`config.mk`:
```
export PLATFORM = sky130hd
export DESIGN_NAME = tx_fcs_rcal
export DESIGN_NICKNAME = d
export VERILOG_FILES = /design/src/rtl/tx_fcs_rcal_pkg.sv /design/src/rtl/crc32_d64.sv /design/src/rtl/tx_fcs_rcal.sv
export SDC_FILE = /design/constraint.sdc
export NUM_CORES = 1
export LEC_CHECK = 0
export BUFFER_PORTS_ARGS = -buffer_cell sky130_fd_sc_hd__buf_2
export CORE_AREA = 2 2 320 322
export CTS_BUF_LIST = sky130_fd_sc_hd__clkbuf_8
export DETAILED_ROUTE_END_ITERATION = 10
export DIE_AREA = 0 0 322 324
export PLACE_DENSITY = 0.59
export SLEW_MARGIN = 20
export SYNTH_ARGS = -nofsm -noshare
export SYNTH_HDL_FRONTEND = slang
export SYNTH_SLANG_ARGS = --single-unit
```
`constraint.sdc`:
```
create_clock -name tx_clk -period 12.7 [get_ports tx_clk]
set_input_delay 3.81 -clock tx_clk [delete_from_list [all_inputs] [get_ports tx_clk]]
set_output_delay 3.81 -clock tx_clk [all_outputs]
set_load 0.02 [all_outputs]
```
`src/rtl/tx_fcs_rcal_pkg.sv`:
```
// Shared XGMII/Ethernet constants, pipeline tag type and CRC-32 byte step
// for the transmit FCS recalculation stage.
package tx_fcs_rcal_pkg;

    localparam logic [63:0] XGMII_IDLE_WORD = 64'h0707070707070707;
    localparam logic [7:0]  XGMII_IDLE_CTRL = 8'hFF;
    localparam logic [7:0]  XGMII_START     = 8'hFB;
    localparam logic [7:0]  XGMII_TERM      = 8'hFD;
    localparam logic [7:0]  XGMII_ERR       = 8'hFE;
    localparam logic [7:0]  ETH_SFD         = 8'hD5;
    localparam logic [31:0] CRC32_POLY_R    = 32'hEDB88320;
    localparam logic [31:0] CRC32_INIT      = 32'hFFFFFFFF;

    typedef enum logic [1:0] {
        StIdle,
        StCalc,
        StBypass
    } fcs_state_e;

    // Per-word classification, computed on input and carried through s1/s2.
    typedef struct packed {
        logic       sop;        // start word: reinitialise the CRC
        logic       pay;        // payload word of a frame still eligible for recalculation
        logic       last;       // word carries the terminate character
        logic       ok;         // terminate word of a clean, non-runt frame
        logic [2:0] term_lane;
    } word_tag_t;

    localparam word_tag_t TAG_IDLE = '0;

    function automatic logic [31:0] crc32_byte(input logic [31:0] crc, input logic [7:0] data);
        logic [31:0] c;
        c = crc ^ {24'h0, data};
        for (int b = 0; b < 8; b++) begin
            c = c[0] ? ((c >> 1) ^ CRC32_POLY_R) : (c >> 1);
        end
        return c;
    endfunction

endpackage

```
`src/rtl/crc32_d64.sv`:
```
// Combinational CRC-32 update over lanes 0..nbytes-1 of a 64-bit word
// (reflected polynomial, result not complemented).
module crc32_d64
    import tx_fcs_rcal_pkg::*;
(
    input  logic [31:0] crc_in,
    input  logic [63:0] data,
    input  logic [3:0]  nbytes,
    output logic [31:0] crc_out
);

    always_comb begin
        crc_out = crc_in;
        for (int i = 0; i < 8; i++) begin
            if (4'(i) < nbytes) begin
                crc_out = crc32_byte(crc_out, data[8*i +: 8]);
            end
        end
    end

endmodule

```
`src/rtl/tx_fcs_rcal.sv`:
```
// Transmit FCS recalculation: recomputes CRC-32 over each XGMII frame and
// overwrites the four trailing FCS octets, with a fixed three-word latency.
module tx_fcs_rcal
    import tx_fcs_rcal_pkg::*;
#(
    parameter int unsigned PIPE_STAGES = 3
) (
    input  logic        tx_clk,
    input  logic        tx_rst_n,
    input  logic        tx_clk_en_i,
    input  logic        fcs_rcal_en_i,
    input  logic [63:0] txd_i,
    input  logic [7:0]  txc_i,
    output logic [63:0] txd_o,
    output logic [7:0]  txc_o,
    output logic        fcs_rcal_done_o
);

    localparam int unsigned IdxS3 = PIPE_STAGES - 1;

    fcs_state_e   state_q, state_d;
    logic [10:0]  cnt_q, cnt_d;
    word_tag_t    tag_in, tag_s1_q, tag_s2_q;
    logic [63:0]  pd_q [PIPE_STAGES];
    logic [7:0]   pc_q [PIPE_STAGES];
    logic [31:0]  crc_q, crc_d, crc_out, fcs;
    logic [127:0] repl_q, repl_d;
    logic [15:0]  rmask_q, rmask_d;
    logic [1:0]   done_q, done_d;

    logic         is_start, term_found, bad_ctrl;
    logic [2:0]   term_lane;
    logic         case_a, case_b;
    logic [3:0]   nbytes;
    logic [4:0]   tpos;
    logic [3:0]   fcs_pos;

    // Input word scan: first terminate lane and any other control before it.
    always_comb begin
        is_start   = txc_i[0] && (txd_i[7:0] == XGMII_START);
        term_found = 1'b0;
        term_lane  = 3'd0;
        bad_ctrl   = 1'b0;
        for (int i = 0; i < 8; i++) begin
            if (!term_found && txc_i[i]) begin
                if (txd_i[8*i +: 8] == XGMII_TERM) begin
                    term_found = 1'b1;
                    term_lane  = 3'(i);
                end else begin
                    bad_ctrl = 1'b1;
                end
            end
        end
    end

    always_comb begin
        state_d = state_q;
        cnt_d   = cnt_q;
        tag_in  = TAG_IDLE;
        if (is_start) begin
            // A start word always opens a new frame, abandoning any open one.
            state_d    = fcs_rcal_en_i ? StCalc : StBypass;
            cnt_d      = 11'd0;
            tag_in.sop = 1'b1;
        end else begin
            case (state_q)
                StCalc: begin
                    tag_in.pay       = !bad_ctrl;
                    tag_in.last      = term_found;
                    tag_in.term_lane = term_lane;
                    // Octets before T minus the four FCS octets must leave >= 1 payload octet.
                    tag_in.ok = term_found && !bad_ctrl &&
                                (({1'b0, cnt_q} + {9'd0, term_lane}) >= 12'd5);
                    if (term_found) begin
                        state_d = StIdle;
                    end else if (bad_ctrl) begin
                        state_d = StBypass;
                    end else begin
                        cnt_d = (cnt_q > 11'd2039) ? 11'h7FF : cnt_q + 11'd8;
                    end
                end
                StBypass: begin
                    if (term_found) begin
                        state_d = StIdle;
                    end
                end
                default: ;
            endcase
        end
    end

    // Lookahead: T in s1 at lane k<4 or T in s2 at lane k>=4 completes the CRC on s2.
    always_comb begin
        case_a = tag_s1_q.ok && !tag_s1_q.term_lane[2];
        case_b = tag_s2_q.ok && tag_s2_q.term_lane[2];
        nbytes = 4'd0;
        tpos   = 5'd0;
        if (case_a) begin
            nbytes = {1'b0, tag_s1_q.term_lane} + 4'd4;
            tpos   = 5'd8 + {2'b0, tag_s1_q.term_lane};
        end else if (case_b) begin
            nbytes = {1'b0, tag_s2_q.term_lane} - 4'd4;
            tpos   = {2'b0, tag_s2_q.term_lane};
        end else if (tag_s2_q.pay && !tag_s2_q.last) begin
            nbytes = 4'd8;
        end
    end

    crc32_d64 u_crc32_d64 (
        .crc_in  (crc_q),
        .data    (pd_q[1]),
        .nbytes  (nbytes),
        .crc_out (crc_out)
    );

    assign fcs   = ~crc_out;
    assign crc_d = (tag_s2_q.sop || case_a || case_b) ? CRC32_INIT : crc_out;

    // Replacement window spans the word entering s3 (bits 63:0) and the one after it.
    always_comb begin
        repl_d  = {64'h0, repl_q[127:64]};
        rmask_d = {8'h0, rmask_q[15:8]};
        done_d  = {1'b0, done_q[1]};
        fcs_pos = 4'd0;
        if (case_a || case_b) begin
            repl_d  = '0;
            rmask_d = '0;
            for (int j = 0; j < 4; j++) begin
                fcs_pos                         = 4'(tpos - 5'd4 + 5'(j));
                repl_d[{fcs_pos, 3'b000} +: 8]  = fcs[8*j +: 8];
                rmask_d[fcs_pos]                = 1'b1;
            end
            done_d = (tpos > 5'd8) ? 2'b10 : 2'b01;
        end
    end

    always_ff @(posedge tx_clk or negedge tx_rst_n) begin
        if (!tx_rst_n) begin
            for (int i = 0; i < int'(PIPE_STAGES); i++) begin
                pd_q[i] <= XGMII_IDLE_WORD;
                pc_q[i] <= XGMII_IDLE_CTRL;
            end
            state_q  <= StIdle;
            cnt_q    <= 11'd0;
            tag_s1_q <= TAG_IDLE;
            tag_s2_q <= TAG_IDLE;
            crc_q    <= CRC32_INIT;
            repl_q   <= '0;
            rmask_q  <= '0;
            done_q   <= 2'b00;
        end else if (tx_clk_en_i) begin
            pd_q[0] <= txd_i;
            pc_q[0] <= txc_i;
            for (int i = 1; i < int'(PIPE_STAGES); i++) begin
                pd_q[i] <= pd_q[i-1];
                pc_q[i] <= pc_q[i-1];
            end
            state_q  <= state_d;
            cnt_q    <= cnt_d;
            tag_s1_q <= tag_in;
            tag_s2_q <= tag_s1_q;
            crc_q    <= crc_d;
            repl_q   <= repl_d;
            rmask_q  <= rmask_d;
            done_q   <= done_d;
        end
    end

    always_comb begin
        txd_o = pd_q[IdxS3];
        for (int i = 0; i < 8; i++) begin
            if (rmask_q[i]) begin
                txd_o[8*i +: 8] = repl_q[8*i +: 8];
            end
        end
    end

    assign txc_o           = pc_q[IdxS3];
    assign fcs_rcal_done_o = done_q[0];

endmodule
```
# Word level (Yosys, flattened, before mapping)

Index checks and enable logic that the tools add are counted.

Register bits: 421
Output and inout bits: 73

Shift-type cells: 8
Multiplexer cells: 161
Reductions and logical operators: 34
Eq/ne operators: 15
Add/sub/neg operators: 13
Bitwise logic cells: 77
$lt $le $gt $ge: 19

Operators by type and width:

| operator                | count |
|---|---|
| $mux 32                 | 73 |
| $not 13->14             | 64 |
| $shift 8x9->128 const A | 4 |
| $shiftx 8x9->128        | 4 |
| $bwmux 128              | 3 |
| $xor 32x8->32           | 8 |
| $and 128x128->128       | 1 |
| $mux 128                | 1 |
| $eq 8x8->1 const B      | 9 |
| $mux 8                  | 8 |
| $mux 11                 | 5 |
| $or 16x16->16           | 3 |
| $mux 1                  | 39 |
| $mux 3                  | 13 |
| $neg 7->9               | 4 |
| $not 32->32             | 1 |
| $lt 4x5->1 const B      | 4 |
| $logic_and 1x1->1       | 17 |
| $demux 1 s4             | 4 |
| $ge 4x1->1 const B      | 4 |
| $lt 3x4->1 const A      | 4 |
| $mux 16                 | 1 |
| $mux 2                  | 7 |
| $add 11x3->12           | 1 |
| other kinds (26)        | 45 |

# Logic depth before layout (Yosys ltp)

Depth in word-level cells: 151
Gate-level depth with buffers: 47
Depth with buffers taken out: 37

# Modules after synthesis

Synthesis repeated with hierarchy kept, for this count alone.

Cell total of the unflattened synthesis: 3664
Area, all modules: 35054.9 um^2

Modules (own cells, without submodules):

| module      | sequential area each (um^2) | cells each | area an instance (um^2) | times used |
|---|---|---|---|---|
| tx_fcs_rcal | 10645.2                     | 2184       | 22674.2                 | 1 |
| crc32_d64   | 0.0                         | 1480       | 12380.6                 | 1 |

# Least setup slack after synthesis

No wires, ideal clock.

Path type: register to register
Start: register tag_s2_q[2] (netlist bit)
End: register repl_q[81]
Arrival: 10906 ps
Path slack: 1660 ps
Library setup time: 134 ps
Stages on the path, launching flop included: 41
Cells stage by stage: dfrtp_1 > and2_1 > buf_2 > nand2_1 > inv_2 > a22o_1 > clkbuf_1 > inv_1 > clkbuf_1 > clkbuf_1 > ha_1 > clkbuf_1 > o211ai_4 > mux2i_2 > xnor2_2 > xnor3_1 > xnor2_1 > o21bai_1 > [... 5 more ...] > mux2i_1 > xnor2_1 > xnor3_1 > o211ai_1 > o2111a_1 > and2_1 > nor3_1 > or4b_1 > o21ai_1 > nand2_1 > xnor3_1 > xor2_1 > mux2i_1 > xnor3_1 > a21o_1 > buf_2 > a222oi_1 > o21ai_1

Longest elaborated chain between the ends: 107
Elaborated cells on any way between the ends: 164
Classes of those cells: 9 x add/sub; 8 x order compare; 8 x shift; 72 x mux; 65 x bitwise; 2 x reduce/logical

Ends and longest elaborated chain:

| item                                                    | RTL line                              | source |
|---|---|---|
| start, declared                                         | tx_fcs_rcal.sv:23                     | `word_tag_t tag_in, tag_s1_q, tag_s2_q;` |
| start signal, assigned                                  | tx_fcs_rcal.sv:161                    | `tag_s2_q <= tag_s1_q;` |
| $sub 3x3->4 / $logic_and 1x1->1 (equally long branches) | tx_fcs_rcal.sv:102, tx_fcs_rcal.sv:95 |  |
| $mux 4                                                  | tx_fcs_rcal.sv:101                    | `end else if (case_b) begin` |
| $mux 4                                                  | tx_fcs_rcal.sv:98                     | `if (case_a) begin` |
| $lt 1x4->1                                              | crc32_d64.sv:15                       | `if (4'(i) < nbytes) begin` |
| $mux 32                                                 | crc32_d64.sv:15                       |  |
| $xor 32x8->32                                           | tx_fcs_rcal_pkg.sv:33                 | `c = crc ^ {24'h0, data};` |
| $not 13->14 (no source line)                            | --                                    |  |
| $mux 32                                                 | tx_fcs_rcal_pkg.sv:35                 | `c = c[0] ? ((c >> 1) ^ CRC32_POLY_R) : (c >> 1);` |
| [... 88 more ...]                                       | --                                    |  |
| $not 13->14 (no source line)                            | --                                    |  |
| $mux 32 (2 in a row)                                    | tx_fcs_rcal_pkg.sv:35                 |  |
| $mux 32                                                 | crc32_d64.sv:15                       |  |
| $not 32->32                                             | tx_fcs_rcal.sv:116                    | `assign fcs = ~crc_out;` |
| $shiftx 8x9->128                                        | tx_fcs_rcal.sv:130                    | `repl_d[{fcs_pos, 3'b000} +: 8] = fcs[8*j +: 8];` |
| $and 128x128->128 (no source line)                      | --                                    |  |
| $bwmux 128 (3 in a row)                                 | tx_fcs_rcal.sv:130                    |  |
| $mux 128 *                                              | tx_fcs_rcal.sv:125                    | `if (case_a \|\| case_b) begin` |
| end signal, assigned                                    | tx_fcs_rcal.sv:163                    | `repl_q <= repl_d;` |
| end, declared                                           | tx_fcs_rcal.sv:27                     | `logic [127:0] repl_q, repl_d;` |

Every way passes the cells marked *; elsewhere a longest branch is shown, timed or not.
A chain may end at the register's enable or synchronous reset.

# Worst setup path after layout

Start: register tag_s2_q[3] (netlist bit)
End: register repl_q[105]

Longest elaborated chain between the ends: 107
Elaborated cells on any way between the ends: 163
Classes of those cells: 8 x add/sub; 8 x order compare; 8 x shift; 72 x mux; 65 x bitwise; 2 x reduce/logical

Ends and longest elaborated chain:

| item                               | RTL line              | source |
|---|---|---|
| $logic_and 1x1->1 *                | tx_fcs_rcal.sv:95     | `case_b = tag_s2_q.ok && tag_s2_q.term_lane[2];` |
| $mux 4                             | tx_fcs_rcal.sv:101    |  |
| $mux 4                             | tx_fcs_rcal.sv:98     |  |
| $lt 1x4->1                         | crc32_d64.sv:15       |  |
| $mux 32                            | crc32_d64.sv:15       |  |
| $xor 32x8->32                      | tx_fcs_rcal_pkg.sv:33 |  |
| $not 13->14 (no source line)       | --                    |  |
| $mux 32                            | tx_fcs_rcal_pkg.sv:35 |  |
| [... 88 more ...]                  | --                    |  |
| $not 13->14 (no source line)       | --                    |  |
| $mux 32 (2 in a row)               | tx_fcs_rcal_pkg.sv:35 |  |
| $mux 32                            | crc32_d64.sv:15       |  |
| $not 32->32                        | tx_fcs_rcal.sv:116    |  |
| $shiftx 8x9->128                   | tx_fcs_rcal.sv:130    |  |
| $and 128x128->128 (no source line) | --                    |  |
| $bwmux 128 (3 in a row)            | tx_fcs_rcal.sv:130    |  |
| $mux 128 *                         | tx_fcs_rcal.sv:125    |  |

Marks and branches as above.

==> results.py <==
metrics = {
    "final_layout": {
        "nNetsFinal": 3987,
        "finish.instance_area_mm2": 0.0393,
        "drive_gt1_share_pct": 24.6,
        "ff_latch_area_mm2": 0.0106,
        "multi_input_area_mm2": 0.0233,
        "final_cell_mix": "318 x nor2_1, 303 x nand2_1, 296 x mux2_2, 293 x xnor2_1, 291 x dfrtp_1",
        "fill_cells": 10200,
        "mostFrequentLayoutCell": "nor2_1",
        "area_delta_synth_final_pct": 12.2,
    },
    "job": {
        "drv_cap": 0,
    },
    "critical_path": {
        "worstPathArrival_ps": 12860,
        "rrSetupSlack_ps": 430,
        "crit_required_ps": 13290,
        "crit_buf_inv": 4,
        "crit_fanout": 13,
        "end_kind": "register",
        "worstSetupPathType": "register to register",
        "startpoint_type": "register",
        "reg2reg_from": "tag_s2_q[3]",
        "slowest_delay_ps": 960,
        "reg2reg_depth": 38,
        "critical_path.top_delay_family": "XOR/XNOR gates",
        "cpMaxStageDelayCell": "o21ai_2",
        "worst_r2r_endpoint": "repl_q[105]",
    },
    "sta": {
        "period_share_pct": 96.6,
        "period_needed_ps": 12270,
        "holdWs_ps": 451,
        "rsz0062_at_grt": "true",
        "hold_viol": 0,
        "setup_violations": 0,
        "tightestPinTransition_ps": 1280,
        "fmax_mhz": 81.5,
        "finClkSkew_ps": 66.4,
        "slew_violations": 0,
        "max_slew_margin_pct": 12.2,
        "tns_ps": 0,
    },
    "clock_network": {
        "postCtsHoldBufs": 0,
        "post_cts_buffers": 0,
        "clock_latency_ps": 770,
        "cts_buffer_depth": 3,
        "numCtsBuffers": 79,
        "clock_sinks": 419,
        "clk_pin_slew_worst_paths_ps": 60,
        "cts_tree": "built",
        "post_cts_resized": 0,
        "cts_max_level": 3,
        "clockRootBuffer": "clkbuf_8",
    },
    "grt": {
        "grt_use_total_pct": 28.8,
        "grt_pass1_vias": 30600,
        "gr-total-overflow": 0,
        "grt_start_max_net_pins": 173,
        "grt_pass1_wl_um": 220000,
        "antenna_found_initial": 10,
    },
    "power_and_ir_drop": {
        "p_sw_uw": 2780,
        "pwr-share-comb_pct": 53.0,
        "p_leak_uw": 0.0158,
        "internal-power_uw": 3880,
        "p_clk_share_pct": 21.7,
        "power.density_mw_per_mm2": 170,
        "p_sw_share_pct": 41.7,
        "seqPwrFrac_pct": 25.3,
        "peakVddDrop_uv": 74.8,
    },
    "drt": {
        "drtIter0Drc": 3941,
        "antenna_left": 0,
        "drt_first_pass_iters": 6,
        "drc_errors": 0,
        "vias": 32100,
        "wl_per_cell_um": 29.1,
        "vias_per_cell": 6.09,
        "wl_um": 153000,
    },
    "hold_path": {
        "hold_start": "pd_q[140]",
        "hold_class": "register to register",
        "hold_end": "pd_q[76]",
        "whs_path_depth": 2,
    },
    "synth": {
        "synth-edff-count": 0,
        "synth-seq-area-share_pct": 30.4,
        "synth_cell_types": 124,
        "synth_area_mm2": 0.0350,
        "async_reset_ff_share_pct": 100,
        "yosys_warnings": 0,
        "synth-main-ff-cell": "dfrtp_1",
        "syn_nets": 3870,
        "synthCells": 3776,
        "synth.avg_cell_area_um2": 9.28,
        "ys_ff_latch": 419,
    },
    "die": {
        "io_pins": 149,
        "start_util_pct": 34.7,
        "fp.dieW_um": 322,
        "fp.dieH_um": 324,
        "die_area_mm2": 0.104,
        "coreArea_mm2": 0.101,
        "row_count": 117,
    },
    "placed_design": {
        "dp_hpwl_um": 116000,
        "port_buffers": 148,
        "postPlaceCellArea_mm2": 0.0376,
        "gp_congestion": 1.01,
    },
    "run_status": {
        "outcome": "completed",
    },
}
per-stage QoR:
step	std cells	setup WS [ps]	utilization [%]	total power [uW]
floorplan	3776	1660	-	4200
finish	5266	427	38.9	6660
global placement	5120	259	37.2	5140
detailed placement	5121	628	37.2	5150
global route	5265	-1.00	38.9	6940
CTS	5262	561	38.9	6630
worst reg2reg max path: cells and delay by family (launching register included):
| family | cells | cell delay [ps] |
|---|---|---|
| xor+xnor | 13 | 5080 |
| compound gates | 9 | 3100 |
| simple gates | 8 | 1530 |
| buf+inv | 4 | 870 |
| mux | 3 | 820 |
| flops | 1 | 350 |
| fa+ha+maj | 1 | 320 |
worst max path at each step:
| stage | endpoint | slack [ps] | cells after the start | start |
|---|---|---|---|---|
| 6_report | repl_q[105] | 430 | 38 | tag_s2_q[3] |
| 5_1_grt | repl_q[53] | -1 | 38 | tag_s2_q[3] |
| 4_1_cts | repl_q[51] | 560 | 39 | tag_s2_q[3] |
| 3_5_place_dp | repl_q[84] | 630 | 38 | tag_s2_q[3] |
| 3_3_place_gp | repl_q[71] | 260 | 37 | tag_s2_q[2] |
| 2_1_floorplan | repl_q[81] | 1660 | 40 | tag_s2_q[2] |
registers in the layout, summed over array words and instances, names as in the netlist:
| signal | flops |
|---|---|
| tag_s2_q | 7 |
| cnt_q | 9 |
| tag_s1_q | 7 |
| pc_q | 16 |
| rmask_q | 16 |
| done_q | 2 |
| pd_q | 192 |
| state_q | 2 |
| repl_q | 128 |
| txc_o | 8 |
| crc_q | 32 |
power by group through the flow:
stage / combinational [uW] / sequential [uW] / clock [uW]
after floorplan: 2590 / 1600 / 0
after global placement: 3440 / 1700 / 0
after detailed placement: 3440 / 1710 / 0
after CTS: 3470 / 1680 / 1480
after global routing: 3710 / 1700 / 1540
final: 3530 / 1680 / 1450
cells by family after synthesis:
logic type | Yosys count | share of synthesized area (%)
xor gates and xnor gates | 523 | 18.5
muxes | 381 | 12.2
adders and majority gates | 18 | 0.664
AOI/OAI and AO/OA | 1011 | 19.3
buffers and inverters | 316 | 3.60
DFF | 419 | 30.4
and+or+nand+nor | 1108 | 15.3
routing by layer:
layer  global-route usage (%)  up-vias  part of all wire (%)
met3                     4.80      401                   8.4
met4                     16.3        4                   6.0
li1                         -    14100                     -
met5                        0        -                 0.015
met2                     44.1     1676                    44
met1                     38.6    15900                    42
synthesized netlist by cell type (all sizes together) (84+ instances only):
cell type,n,area (um^2)
nor2,330,1270
o21ai,251,1270
dfrtp,291,7280
xor2,92,933
dfstp,128,3360
xnor2,331,3290
clkbuf,181,679
nand2,306,1160
nand3,94,475
mux2,296,3330
mux2i,84,915
xnor3,92,2070
a21oi,263,1370
layout make-up:
class                   instances  share of cell area [%]
well taps                    1309                    4.17
repair buffers                278                    4.49
multi-input cells            3041                    59.2
flip-flops and latches        419                    27.1
clock buffers                 100                    3.50
clock inverters                41                   0.853
inverters                      74                   0.713
diodes                          4                  0.0255
No activity file was read; power rests on OpenSTA's default activity.
